==> config.mk <==
export PLATFORM = sky130hd
export DESIGN_NAME = red_pitaya_xadc_drp_arb_flat
export DESIGN_NICKNAME = d
export VERILOG_FILES = /design/src/rtl/red_pitaya_xadc_drp_arb_if.sv /design/src/rtl/red_pitaya_xadc_drp_arb.sv /design/src/flat_wrapper.sv
export SDC_FILE = /design/constraint.sdc
export NUM_CORES = 1
export LEC_CHECK = 0
export BUFFER_PORTS_ARGS = -buffer_cell sky130_fd_sc_hd__buf_4
export CAP_MARGIN = 15
export CORE_ASPECT_RATIO = 2
export CORE_MARGIN = 2
export CORE_UTILIZATION = 25
export DETAILED_ROUTE_END_ITERATION = 10
export GPL_TIMING_DRIVEN = 0
export PLACE_DENSITY = 0.46
export SETUP_SLACK_MARGIN = 0.5
export SLEW_MARGIN = 15
export SYNTH_ARGS = -nofsm -noshare
export SYNTH_HDL_FRONTEND = slang
export SYNTH_SLANG_ARGS = --single-unit
==> constraint.sdc <==
create_clock -name clk_i -period 6.5 [get_ports clk_i]
set_clock_uncertainty 0.15 [all_clocks]
set_input_delay 0.65 -clock clk_i [delete_from_list [all_inputs] [get_ports clk_i]]
set_output_delay 0.65 -clock clk_i [all_outputs]
set_load 0.01 [all_outputs]
==> src/rtl/red_pitaya_xadc_drp_arb_if.sv <==
// System-bus request/acknowledge bundle shared between the bus master and the DRP arbiter.
// The bus master drives requests; the arbiter answers with ack, error and read data.
interface red_pitaya_xadc_drp_arb_if;
  logic [31:0] sys_addr;
  logic [31:0] sys_wdata;
  logic        sys_wen;
  logic        sys_ren;
  logic [31:0] sys_rdata;
  logic        sys_ack;
  logic        sys_err;

  modport master (
    output sys_addr,
    output sys_wdata,
    output sys_wen,
    output sys_ren,
    input  sys_rdata,
    input  sys_ack,
    input  sys_err
  );

  modport slave (
    input  sys_addr,
    input  sys_wdata,
    input  sys_wen,
    input  sys_ren,
    output sys_rdata,
    output sys_ack,
    output sys_err
  );
endinterface

==> src/rtl/red_pitaya_xadc_drp_arb.sv <==
// Shares the XADC DRP port between automatic end-of-conversion readback and system-bus
// access to any DRP register; one DRP transaction outstanding at a time.
module red_pitaya_xadc_drp_arb #(
  parameter int unsigned TIMEOUT = 64
) (
  input  logic        clk_i,
  input  logic        rstn_i,
  input  logic        xadc_eoc_i,
  input  logic [4:0]  xadc_channel_i,
  output logic [6:0]  drp_addr_o,
  output logic        drp_en_o,
  output logic        drp_we_o,
  output logic [15:0] drp_di_o,
  input  logic [15:0] drp_do_i,
  input  logic        drp_rdy_i,
  output logic        smp_vld_o,
  output logic [4:0]  smp_ch_o,
  output logic [11:0] smp_dat_o,
  red_pitaya_xadc_drp_arb_if.slave sys
);

  typedef enum logic [1:0] {StIdle, StWaitAuto, StWaitBus} state_e;

  localparam logic [7:0] LpWaitLast = 8'(TIMEOUT - 1);

  function automatic logic [15:0] sat_inc(input logic [15:0] v);
    return (v == 16'hFFFF) ? v : v + 16'd1;
  endfunction

  state_e      r_state, w_state_d;
  logic [7:0]  r_wait_cnt, w_wait_cnt_d;
  logic        r_bus_prio, w_bus_prio_d;
  logic [4:0]  r_cur_ch, w_cur_ch_d;
  logic        r_auto_full, w_auto_full_d;
  logic [4:0]  r_auto_ch, w_auto_ch_d;
  logic        r_bus_full, w_bus_full_d;
  logic [6:0]  r_bus_addr, w_bus_addr_d;
  logic        r_bus_we, w_bus_we_d;
  logic [15:0] r_bus_wdata, w_bus_wdata_d;
  logic [15:0] r_ovr_cnt, w_ovr_cnt_d;
  logic [15:0] r_to_cnt, w_to_cnt_d;
  logic        r_drp_en, w_drp_en_d;
  logic        r_drp_we, w_drp_we_d;
  logic [6:0]  r_drp_addr, w_drp_addr_d;
  logic [15:0] r_drp_di, w_drp_di_d;
  logic        r_smp_vld, w_smp_vld_d;
  logic [4:0]  r_smp_ch, w_smp_ch_d;
  logic [11:0] r_smp_dat, w_smp_dat_d;
  logic        r_sys_ack, w_sys_ack_d;
  logic        r_sys_err, w_sys_err_d;
  logic [31:0] r_sys_rdata, w_sys_rdata_d;

  logic        w_req, w_drp_space, w_stat, w_accept, w_bus_new;
  logic        w_auto_pend, w_bus_pend, w_auto_take, w_bus_take;
  logic [4:0]  w_auto_ch_eff;
  logic [6:0]  w_bus_addr_eff;
  logic        w_bus_we_eff;
  logic [15:0] w_bus_wdata_eff;
  logic        w_unused;

  assign w_req       = sys.sys_wen | sys.sys_ren;
  assign w_drp_space = (sys.sys_addr[19:9] == 11'd0);
  assign w_stat      = (sys.sys_addr[19:0] == 20'h00200);
  // A bus transaction in flight counts as an occupied slot so acks can never collide.
  assign w_accept    = w_req && !r_bus_full && (r_state != StWaitBus);
  assign w_bus_new   = w_accept && w_drp_space;

  // Fresh requests bypass the empty slot so the DRP enable follows the request by one edge.
  assign w_auto_pend     = r_auto_full | xadc_eoc_i;
  assign w_auto_ch_eff   = r_auto_full ? r_auto_ch : xadc_channel_i;
  assign w_bus_pend      = r_bus_full | w_bus_new;
  assign w_bus_addr_eff  = r_bus_full ? r_bus_addr : sys.sys_addr[8:2];
  assign w_bus_we_eff    = r_bus_full ? r_bus_we : sys.sys_wen;
  assign w_bus_wdata_eff = r_bus_full ? r_bus_wdata : sys.sys_wdata[15:0];

  assign w_unused = ^{sys.sys_addr[31:20], sys.sys_addr[1:0], sys.sys_wdata[31:16]};

  always_comb begin
    w_state_d     = r_state;
    w_wait_cnt_d  = r_wait_cnt;
    w_bus_prio_d  = r_bus_prio;
    w_cur_ch_d    = r_cur_ch;
    w_auto_full_d = r_auto_full;
    w_auto_ch_d   = r_auto_ch;
    w_bus_full_d  = r_bus_full;
    w_bus_addr_d  = r_bus_addr;
    w_bus_we_d    = r_bus_we;
    w_bus_wdata_d = r_bus_wdata;
    w_ovr_cnt_d   = r_ovr_cnt;
    w_to_cnt_d    = r_to_cnt;
    w_drp_en_d    = 1'b0;
    w_drp_we_d    = r_drp_we;
    w_drp_addr_d  = r_drp_addr;
    w_drp_di_d    = r_drp_di;
    w_smp_vld_d   = 1'b0;
    w_smp_ch_d    = r_smp_ch;
    w_smp_dat_d   = r_smp_dat;
    w_sys_ack_d   = 1'b0;
    w_sys_err_d   = 1'b0;
    w_sys_rdata_d = 32'd0;
    w_auto_take   = 1'b0;
    w_bus_take    = 1'b0;

    case (r_state)
      StIdle: begin
        // Auto wins unless the previous transaction was an auto one and the bus is waiting.
        if (w_auto_pend && (!w_bus_pend || !r_bus_prio)) begin
          w_auto_take  = 1'b1;
          w_drp_en_d   = 1'b1;
          w_drp_we_d   = 1'b0;
          w_drp_addr_d = {2'b00, w_auto_ch_eff};
          w_cur_ch_d   = w_auto_ch_eff;
          w_bus_prio_d = 1'b0;
          w_wait_cnt_d = 8'd0;
          w_state_d    = StWaitAuto;
        end else if (w_bus_pend) begin
          w_bus_take   = 1'b1;
          w_drp_en_d   = 1'b1;
          w_drp_we_d   = w_bus_we_eff;
          w_drp_addr_d = w_bus_addr_eff;
          w_drp_di_d   = w_bus_wdata_eff;
          w_bus_prio_d = 1'b0;
          w_wait_cnt_d = 8'd0;
          w_state_d    = StWaitBus;
        end
      end
      StWaitAuto: begin
        if (drp_rdy_i) begin
          w_smp_vld_d  = 1'b1;
          w_smp_ch_d   = r_cur_ch;
          w_smp_dat_d  = drp_do_i[15:4];
          w_bus_prio_d = 1'b1;
          w_state_d    = StIdle;
        end else if (r_wait_cnt == LpWaitLast) begin
          w_to_cnt_d   = sat_inc(r_to_cnt);
          w_bus_prio_d = 1'b1;
          w_state_d    = StIdle;
        end else begin
          w_wait_cnt_d = r_wait_cnt + 8'd1;
        end
      end
      StWaitBus: begin
        if (drp_rdy_i) begin
          w_sys_ack_d   = 1'b1;
          w_sys_rdata_d = r_drp_we ? 32'd0 : {16'h0000, drp_do_i};
          w_state_d     = StIdle;
        end else if (r_wait_cnt == LpWaitLast) begin
          w_sys_ack_d = 1'b1;
          w_sys_err_d = 1'b1;
          w_to_cnt_d  = sat_inc(r_to_cnt);
          w_state_d   = StIdle;
        end else begin
          w_wait_cnt_d = r_wait_cnt + 8'd1;
        end
      end
      default: w_state_d = StIdle;
    endcase

    // An EOC in the cycle the slot is consumed refills it without counting an overrun.
    if (xadc_eoc_i) begin
      if (r_auto_full && !w_auto_take) begin
        w_ovr_cnt_d = sat_inc(r_ovr_cnt);
      end
      if (!(w_auto_take && !r_auto_full)) begin
        w_auto_full_d = 1'b1;
        w_auto_ch_d   = xadc_channel_i;
      end
    end else if (w_auto_take) begin
      w_auto_full_d = 1'b0;
    end

    if (w_bus_take) begin
      w_bus_full_d = 1'b0;
    end else if (w_bus_new) begin
      w_bus_full_d  = 1'b1;
      w_bus_addr_d  = sys.sys_addr[8:2];
      w_bus_we_d    = sys.sys_wen;
      w_bus_wdata_d = sys.sys_wdata[15:0];
    end

    if (w_accept && !w_drp_space) begin
      w_sys_ack_d   = 1'b1;
      w_sys_rdata_d = (w_stat && sys.sys_ren) ? {r_ovr_cnt, r_to_cnt} : 32'd0;
    end
  end

  always_ff @(posedge clk_i or negedge rstn_i) begin
    if (!rstn_i) begin
      r_state     <= StIdle;
      r_wait_cnt  <= 8'd0;
      r_bus_prio  <= 1'b0;
      r_cur_ch    <= 5'd0;
      r_auto_full <= 1'b0;
      r_auto_ch   <= 5'd0;
      r_bus_full  <= 1'b0;
      r_bus_addr  <= 7'd0;
      r_bus_we    <= 1'b0;
      r_bus_wdata <= 16'd0;
      r_ovr_cnt   <= 16'd0;
      r_to_cnt    <= 16'd0;
      r_drp_en    <= 1'b0;
      r_drp_we    <= 1'b0;
      r_drp_addr  <= 7'd0;
      r_drp_di    <= 16'd0;
      r_smp_vld   <= 1'b0;
      r_smp_ch    <= 5'd0;
      r_smp_dat   <= 12'd0;
      r_sys_ack   <= 1'b0;
      r_sys_err   <= 1'b0;
      r_sys_rdata <= 32'd0;
    end else begin
      r_state     <= w_state_d;
      r_wait_cnt  <= w_wait_cnt_d;
      r_bus_prio  <= w_bus_prio_d;
      r_cur_ch    <= w_cur_ch_d;
      r_auto_full <= w_auto_full_d;
      r_auto_ch   <= w_auto_ch_d;
      r_bus_full  <= w_bus_full_d;
      r_bus_addr  <= w_bus_addr_d;
      r_bus_we    <= w_bus_we_d;
      r_bus_wdata <= w_bus_wdata_d;
      r_ovr_cnt   <= w_ovr_cnt_d;
      r_to_cnt    <= w_to_cnt_d;
      r_drp_en    <= w_drp_en_d;
      r_drp_we    <= w_drp_we_d;
      r_drp_addr  <= w_drp_addr_d;
      r_drp_di    <= w_drp_di_d;
      r_smp_vld   <= w_smp_vld_d;
      r_smp_ch    <= w_smp_ch_d;
      r_smp_dat   <= w_smp_dat_d;
      r_sys_ack   <= w_sys_ack_d;
      r_sys_err   <= w_sys_err_d;
      r_sys_rdata <= w_sys_rdata_d;
    end
  end

  assign drp_en_o      = r_drp_en;
  assign drp_we_o      = r_drp_we;
  assign drp_addr_o    = r_drp_addr;
  assign drp_di_o      = r_drp_di;
  assign smp_vld_o     = r_smp_vld;
  assign smp_ch_o      = r_smp_ch;
  assign smp_dat_o     = r_smp_dat;
  assign sys.sys_ack   = r_sys_ack;
  assign sys.sys_err   = r_sys_err;
  assign sys.sys_rdata = r_sys_rdata;

endmodule
==> src/flat_wrapper.sv <==
// flat-port wrapper written by rule: the top's interface ports become plain ports
module red_pitaya_xadc_drp_arb_flat 
#(
  parameter int unsigned TIMEOUT = 64
)
  (clk_i, rstn_i, xadc_eoc_i, xadc_channel_i, drp_addr_o, drp_en_o, drp_we_o, drp_di_o, drp_do_i, drp_rdy_i, smp_vld_o, smp_ch_o, smp_dat_o, sys_sys_addr, sys_sys_wdata, sys_sys_wen, sys_sys_ren, sys_sys_rdata, sys_sys_ack, sys_sys_err);
  red_pitaya_xadc_drp_arb_if sys_i ();
  input  logic clk_i;
  input  logic rstn_i;
  input  logic xadc_eoc_i;
  input  logic [4:0] xadc_channel_i;
  output logic [6:0] drp_addr_o;
  output logic drp_en_o;
  output logic drp_we_o;
  output logic [15:0] drp_di_o;
  input  logic [15:0] drp_do_i;
  input  logic drp_rdy_i;
  output logic smp_vld_o;
  output logic [4:0] smp_ch_o;
  output logic [11:0] smp_dat_o;
  input wire logic [$bits(sys_i.sys_addr)-1:0] sys_sys_addr;
  input wire logic [$bits(sys_i.sys_wdata)-1:0] sys_sys_wdata;
  input wire logic [$bits(sys_i.sys_wen)-1:0] sys_sys_wen;
  input wire logic [$bits(sys_i.sys_ren)-1:0] sys_sys_ren;
  output wire logic [$bits(sys_i.sys_rdata)-1:0] sys_sys_rdata;
  output wire logic [$bits(sys_i.sys_ack)-1:0] sys_sys_ack;
  output wire logic [$bits(sys_i.sys_err)-1:0] sys_sys_err;
  assign sys_i.sys_addr = sys_sys_addr;
  assign sys_i.sys_wdata = sys_sys_wdata;
  assign sys_i.sys_wen = sys_sys_wen;
  assign sys_i.sys_ren = sys_sys_ren;
  assign sys_sys_rdata = sys_i.sys_rdata;
  assign sys_sys_ack = sys_i.sys_ack;
  assign sys_sys_err = sys_i.sys_err;
  red_pitaya_xadc_drp_arb #(.TIMEOUT(TIMEOUT)) u_core (.clk_i(clk_i), .rstn_i(rstn_i), .xadc_eoc_i(xadc_eoc_i), .xadc_channel_i(xadc_channel_i), .drp_addr_o(drp_addr_o), .drp_en_o(drp_en_o), .drp_we_o(drp_we_o), .drp_di_o(drp_di_o), .drp_do_i(drp_do_i), .drp_rdy_i(drp_rdy_i), .smp_vld_o(smp_vld_o), .smp_ch_o(smp_ch_o), .smp_dat_o(smp_dat_o), .sys(sys_i));
endmodule
; ---- Yosys cells after proc, flatten, opt, wreduce, memory -nomap -nowiden
; Cells that the tools add are included.
[totals]
n_memories = 0
ram_bits = 0
input_bits = 91
latchBits = 0
reg_bits = 156
romBits = 0
[op_classes]
n_mux = 48
n_div = 0
n_eq_ne = 13
multipliers = 0
n_reduce_logical = 35
bitwise = 9
shift = 0
magnitude_cmp = 0
n_addsub = 3
[ops]
columns = operator, count
row1 = 32-bit two-way mux, 4
row2 = 16-bit by 1-bit adder with 16-bit output (second input constant), 2
row3 = 16-bit == test (second input constant), 2
row4 = 16-bit two-way mux, 2
row5 = 8-bit two-way mux, 4
row6 = 1-bit two-way mux, 27
row7 = 7-bit two-way mux, 3
row8 = 20-bit by 10-bit == test with 1-bit output (second input constant), 1
row9 = 8-bit one-hot mux with 2 select lines, 1
row10 = 2-bit AND reduction, 7
row11 = 11-bit zero test, 1
row12 = 2-bit nonzero test, 5
row13 = 3-bit AND reduction, 3
row14 = 8-bit by 1-bit adder with 8-bit output (second input constant), 1
row15 = 8-bit by 6-bit == test with 1-bit output (second input constant), 1
row16 = 1-bit logical AND, 8
row17 = 2-bit two-way mux, 4
row18 = 2-bit != test (second input constant), 4
row19 = 4-bit AND reduction, 2
row20 = 1-bit zero test, 6
row21 = 3-bit by 1-bit != test with 1-bit output (second input constant), 2
row22 = 1-bit NOT, 6
row23 = 5-bit two-way mux, 1
row24 = 2-bit one-hot mux with 2 select lines, 1
row25 = 8 further kinds, 10

; ---- Longest topological paths before layout
[logic_depth]
ltp_word = 13
depth_mapped = 10

; ---- Least setup slack after synthesis
; OpenSTA, ideal clock, no wires.
[synth_path]
path_kind = input to register
start = input sys_sys_addr[9]
end = register u_core.r_auto_ch[0]
required_time_ns = 6.225
stages = 6
path_buffers = 1
path_slack_ns = 4.106
setup_time_ns = 0.125
arrival_ns = 2.119
path_cell_list = or4_4 -> o21a_1 -> buf_6 -> o21ai_0 -> o21a_2 -> mux2_2
[synth_via]
elab_chain_cells = 11
[synth_rtl]
columns = item, line
row1 = start: declaration, flat_wrapper.sv:21  ; input wire logic [$bits(sys_i.sys_addr)-1:0] sys_sys_addr;
row2 = 11-bit zero test, red_pitaya_xadc_drp_arb.sv:62  ; assign w_drp_space = (sys.sys_addr[19:9] == 11'd0);
row3 = 1-bit logical AND, red_pitaya_xadc_drp_arb.sv:66  ; assign w_bus_new = w_accept && w_drp_space;
row4 = 1-bit bitwise OR, red_pitaya_xadc_drp_arb.sv:71  ; assign w_bus_pend = r_bus_full | w_bus_new;
row5 = 1-bit zero test, red_pitaya_xadc_drp_arb.sv:107  ; if (w_auto_pend && (!w_bus_pend || !r_bus_prio)) begin
row6 = 1-bit logical OR, red_pitaya_xadc_drp_arb.sv:107
row7 = 1-bit logical AND, red_pitaya_xadc_drp_arb.sv:107
row8 = 1-bit two-way mux, red_pitaya_xadc_drp_arb.sv:107
row9 = 1-bit two-way mux, red_pitaya_xadc_drp_arb.sv:104  ; case (r_state)
row10 = 1-bit logical AND, red_pitaya_xadc_drp_arb.sv:164  ; if (!(w_auto_take && !r_auto_full)) begin
row11 = 1-bit NOT (no source line), --
row12 = 2-bit AND reduction (no source line), --
row13 = end signal: assignment, red_pitaya_xadc_drp_arb.sv:217  ; r_auto_ch <= w_auto_ch_d;
row14 = end: declaration, red_pitaya_xadc_drp_arb.sv:35  ; logic [4:0] r_auto_ch, w_auto_ch_d;
; Every way passes these cells.
; A chain may end at the register's enable or synchronous reset.

; ---- Worst setup path in the final report
[layout_path]
start = register u_core.r_state[0]
end = register u_core.r_sys_rdata[5] (netlist: u_core.sys.sys_rdata[5])
[layout_via]
elab_chain_cells = 4
elab_cells_between_ends = 6
cone_classes = 2 x eq/ne / 2 x mux / 2 x reduce/logical
[layout_rtl]
columns = item, line
row1 = start: declaration, red_pitaya_xadc_drp_arb.sv:30  ; state_e r_state, w_state_d;
row2 = start signal: assignment, red_pitaya_xadc_drp_arb.sv:189  ; r_state <= StIdle;
row3 = start signal: assignment, red_pitaya_xadc_drp_arb.sv:212  ; r_state <= w_state_d;
row4 = 2-bit != test, red_pitaya_xadc_drp_arb.sv:65  ; assign w_accept = w_req && !r_bus_full && (r_state != StWaitBus);
row5 = 1-bit logical AND, red_pitaya_xadc_drp_arb.sv:65
row6 = 1-bit logical AND, red_pitaya_xadc_drp_arb.sv:181  ; if (w_accept && !w_drp_space) begin
row7 = 32-bit two-way mux *, red_pitaya_xadc_drp_arb.sv:181
row8 = named net u_core.w_sys_rdata_d[5], red_pitaya_xadc_drp_arb.sv:51  ; logic [31:0] r_sys_rdata, w_sys_rdata_d;
row9 = end signal: assignment, red_pitaya_xadc_drp_arb.sv:233  ; r_sys_rdata <= w_sys_rdata_d;
row10 = end: declaration, red_pitaya_xadc_drp_arb.sv:51
; Mark *: on every way through the listed nets, which the timed path passes. The rest lies on a longest branch.

==> impl_metrics.yaml <==
setup_path:
  crit_chain: "inv_1 -> ha_1 -> or3_1 -> nor3_1 -> nand3_1 -> nor2_1 -> clkbuf_1 -> a22o_1"
  required_ns: 6.72
  cpPeakStageDelay_ns: 0.44
  critical_path_peak_fanout: 10
  cpMaxStageDelayCell: "clkbuf_1"
  cp-startpoint: "u_core.r_state[0]$_DFFE_PN0P_"
  rrSetupSlack_ns: 3.69
  r2r_start: "u_core.r_state[0]$_DFFE_PN0P_"
  endpoint_kind: "flop"
  crit_arrival_ns: 3.03
  critPathKind: "flop to flop"
  cp-start-kind: "flop"
synthesis:
  yosys_register_bits: 156
  synth_edf_count: 0
  synth-main-ff-cell: "dfrtp_1"
  synth_area_sq_um: 6723
  synth-simple-area-share_pct: 11.43
  seq_area_frac_synth_pct: 58.07
  synthesis.nets: 643
  synth.distinct_cells: 49
  async_flop_share_pct: 100.0
  yosys.area.top_type: "dfrtp_1"
  synth_top_area_share_pct: 58.07
  synthTopCellsByCount: "156 x dfrtp_1, 51 x mux2_2, 51 x nand2_1"
  yosysMostFrequentCell: "dfrtp_1"
  synth-compound-area-share_pct: 9.269
  yosysWarnings: 0
  synth_adder_area_share_pct: 1.303
  syn_area_per_cell_sq_um: 12.34
  netlist_instances: 545
  synth_area_leaders: "dfrtp_1 58%, mux2_2 8.5%, mux2i_1 5.2%"
  synth_top_family_by_area: "multiplexers"
  synthXorXnorAreaFrac_pct: 3.778
  synthMuxAreaShare_pct: 13.75
floorplan:
  core_area_sq_um: 26380
  die_h_um: 235.9
  io_pins: 168
  row_count: 84
  start_util_pct: 25.48
  die_x_um: 120.0
  die_area_sq_um: 28300
placement:
  hpwl_mm: 12.84
  io_buffers: 138
  dp_slack_ns: 3.525
  place_congestion: 0.7469
  placed_cells: 1028
route:
  vias: 4741
  drcViolationCount: 0
  wl_per_cell_um: 15.88
  wl_mm: 16.83
  antenna_left: 0
  vias_per_cell: 4.473
  first_pass_iters: 4
  drtIter0Drc: 191
global_route:
  grt_usage_pct: 12.72
  grt_start_max_net_pins: 81
  first_global_vias: 5238
  antenna_found_initial: 0
  grt_pass1_wl_mm: 27.49
  overflow: 0
sta:
  period_share_pct: 43.16
  fmax_mhz: 356.4
  finalHoldViolations: 2
  layout_min_cycle_time_ns: 2.806
  slew_headroom_pct: 45.59
  setup_violations: 0
  setup_tns_ns: 0
  tightestPinTransition_ns: 0.8161
  drv_slew: 0
  setup_ws_ns: 3.694
  rsz0062_at_grt: "false"
  timing.hold.ws_ns: -0.002740
clock_network:
  cts.repair.resized: 0
  cts_hold_buf: 0
  root_buffer: "clkbuf_16"
  clk_path_buf_depth: 2
  htreeDepth: 4
  post_cts_buffers: 0
  cts_tree: "built"
  cts_buffers: 17
  clk_pin_slew_ns: 0.06
  clk_latency_ns: 0.44
  cts.sinks: 156
power_and_ir_drop:
  power_per_cell_area_nw_per_um2: 341.4
  p_seq_share_pct: 42.0
  p_comb_share_pct: 27.1
  p_sw_share_pct: 31.92
  peakVddDrop_uv: 161.0
  totalPowerFinal_w: 0.002993
  clkPwrFrac_pct: 30.9
  power.switching_w: 0.0009554
  power_leakage_nw: 4.198
  cell_internal_pwr_w: 0.002038
cells_and_area:
  fill_cells: 2694
  area_growth_pct: 30.41
  diodes: 0
  drive_gt1_share_pct: 35.34
  final_cells: 1060
  nets: 801
run_status:
  violations: "hold timing"
  outcome: "complete, but fails checks"
worst_hold_path:
  hold_class: "input pin to asynchronous set/reset pin"
flow_run:
  maxCapViolations: 0
[final cells by class]
| type | instances | area (sq um) | share of cell area, % |
|---|---|---|---|
| repair buffers | 139 | 1071 | 12.22 |
| flip-flops and latches | 156 | 3904 | 44.53 |
| inverters | 11 | 41.29 | 0.4710 |
| clock buffers | 17 | 425.4 | 4.852 |
| multi-input cells | 357 | 2658 | 30.31 |
| clock inverters | 15 | 117.6 | 1.342 |
| well taps | 344 | 430.4 | 4.909 |
| plain buffers | 21 | 120.1 | 1.370 |
[worst max-delay path, delay by kind of cell (launching register included)]
family          cells  cell delay (ns)
flops               1             0.37
fa+ha+maj           1             0.29
simple gates        4             1.15
compound gates      1             0.23
buf+inv             2             0.53
[kinds of logic (layout without fill, tap and decap cells)]
family | Yosys count | in the layout
XOR/XNOR | 29 | 29
multiplexers | 86 | 86
AND/OR/NAND/NOR | 153 | 153
adder cells (fa/ha/maj) | 7 | 7
AO/OA/AOI/OAI | 82 | 82
flip-flops | 156 | 156
buffers and inverters | 32 | 203
[stage by stage]
| step | util [%] | cell area [sq um] |
|---|---|---|
| finish | 33.23 | 8767 |
| global route | 33.23 | 8767 |
| CTS | 33.23 | 8767 |
| detailed placement | 31.18 | 8224 |
| global placement | 31.04 | 8189 |
| floorplan | - | 6723 |
[placed cells by master, fill, tap and decap left out, drive strengths merged, types with 2 or more instances in the layout]
cell type,n
nand4,6
and2,18
mux2,51
clkbuf,29
o2bb2ai,3
dfrtp,156
nand3,14
o22ai,2
clkinvlp,4
xor2,16
nor3,11
o21a,2
inv,15
nor2,23
ha,7
clkinv,7
and4,6
o41ai,2
o21ai,35
nor4,6
or3,3
nand2,52
o31ai,3
and3,8
a21oi,11
mux2i,35
xnor2,13
buf,148
nand3b,2
a22o,16
[power by group through the flow]
stage	combinational, W	sequential (W)	clock (W)
floorplan	0.000416	0.00131	0
global route	0.000898	0.00128	0.00100
finish	0.000813	0.00126	0.000925
global placement	0.000809	0.00127	0
detailed placement	0.000829	0.00128	0
CTS	0.000831	0.00126	0.000961
[registers in the layout, summed over array words and instances (netlist names), 2 cells and up]
name                  cells
u_core.r_auto_ch          5
u_core.r_bus_addr         7
u_core.r_bus_wdata       16
u_core.smp_ch_o           5
u_core.smp_dat_o         12
u_core.r_cur_ch           5
u_core.r_wait_cnt         8
u_core.r_to_cnt          16
u_core.sys.sys_rdata     32
u_core.r_ovr_cnt         16
u_core.drp_addr_o         7
u_core.drp_di_o          16
u_core.r_state            2
[worst paths after layout]
kind,to,cells past startpoint
min in group clk_i,u_core.sys.sys_rdata[12]$_DFF_PN0_,2
max in group asynchronous,u_core.drp_di_o[2]$_DFFE_PN0P_,2
max reg2reg,u_core.sys.sys_rdata[5]$_DFF_PN0_,8
max,u_core.sys.sys_rdata[5]$_DFF_PN0_,8
min reg2reg,u_core.r_cur_ch[1]$_DFFE_PN0P_,2
min,u_core.drp_en_o$_DFF_PN0_,1
[per-layer routing]
metal  vias to the layer above  wire [um]  global-route usage, %
li1                       2250          -                      -
met1                      2334       5960                  12.39
met2                       137       9613                  24.19
met3                        20        841                  3.603
met4                         0        415                  5.740
met5                         -          0                      0
No activity file was read; power rests on OpenSTA's default activity.
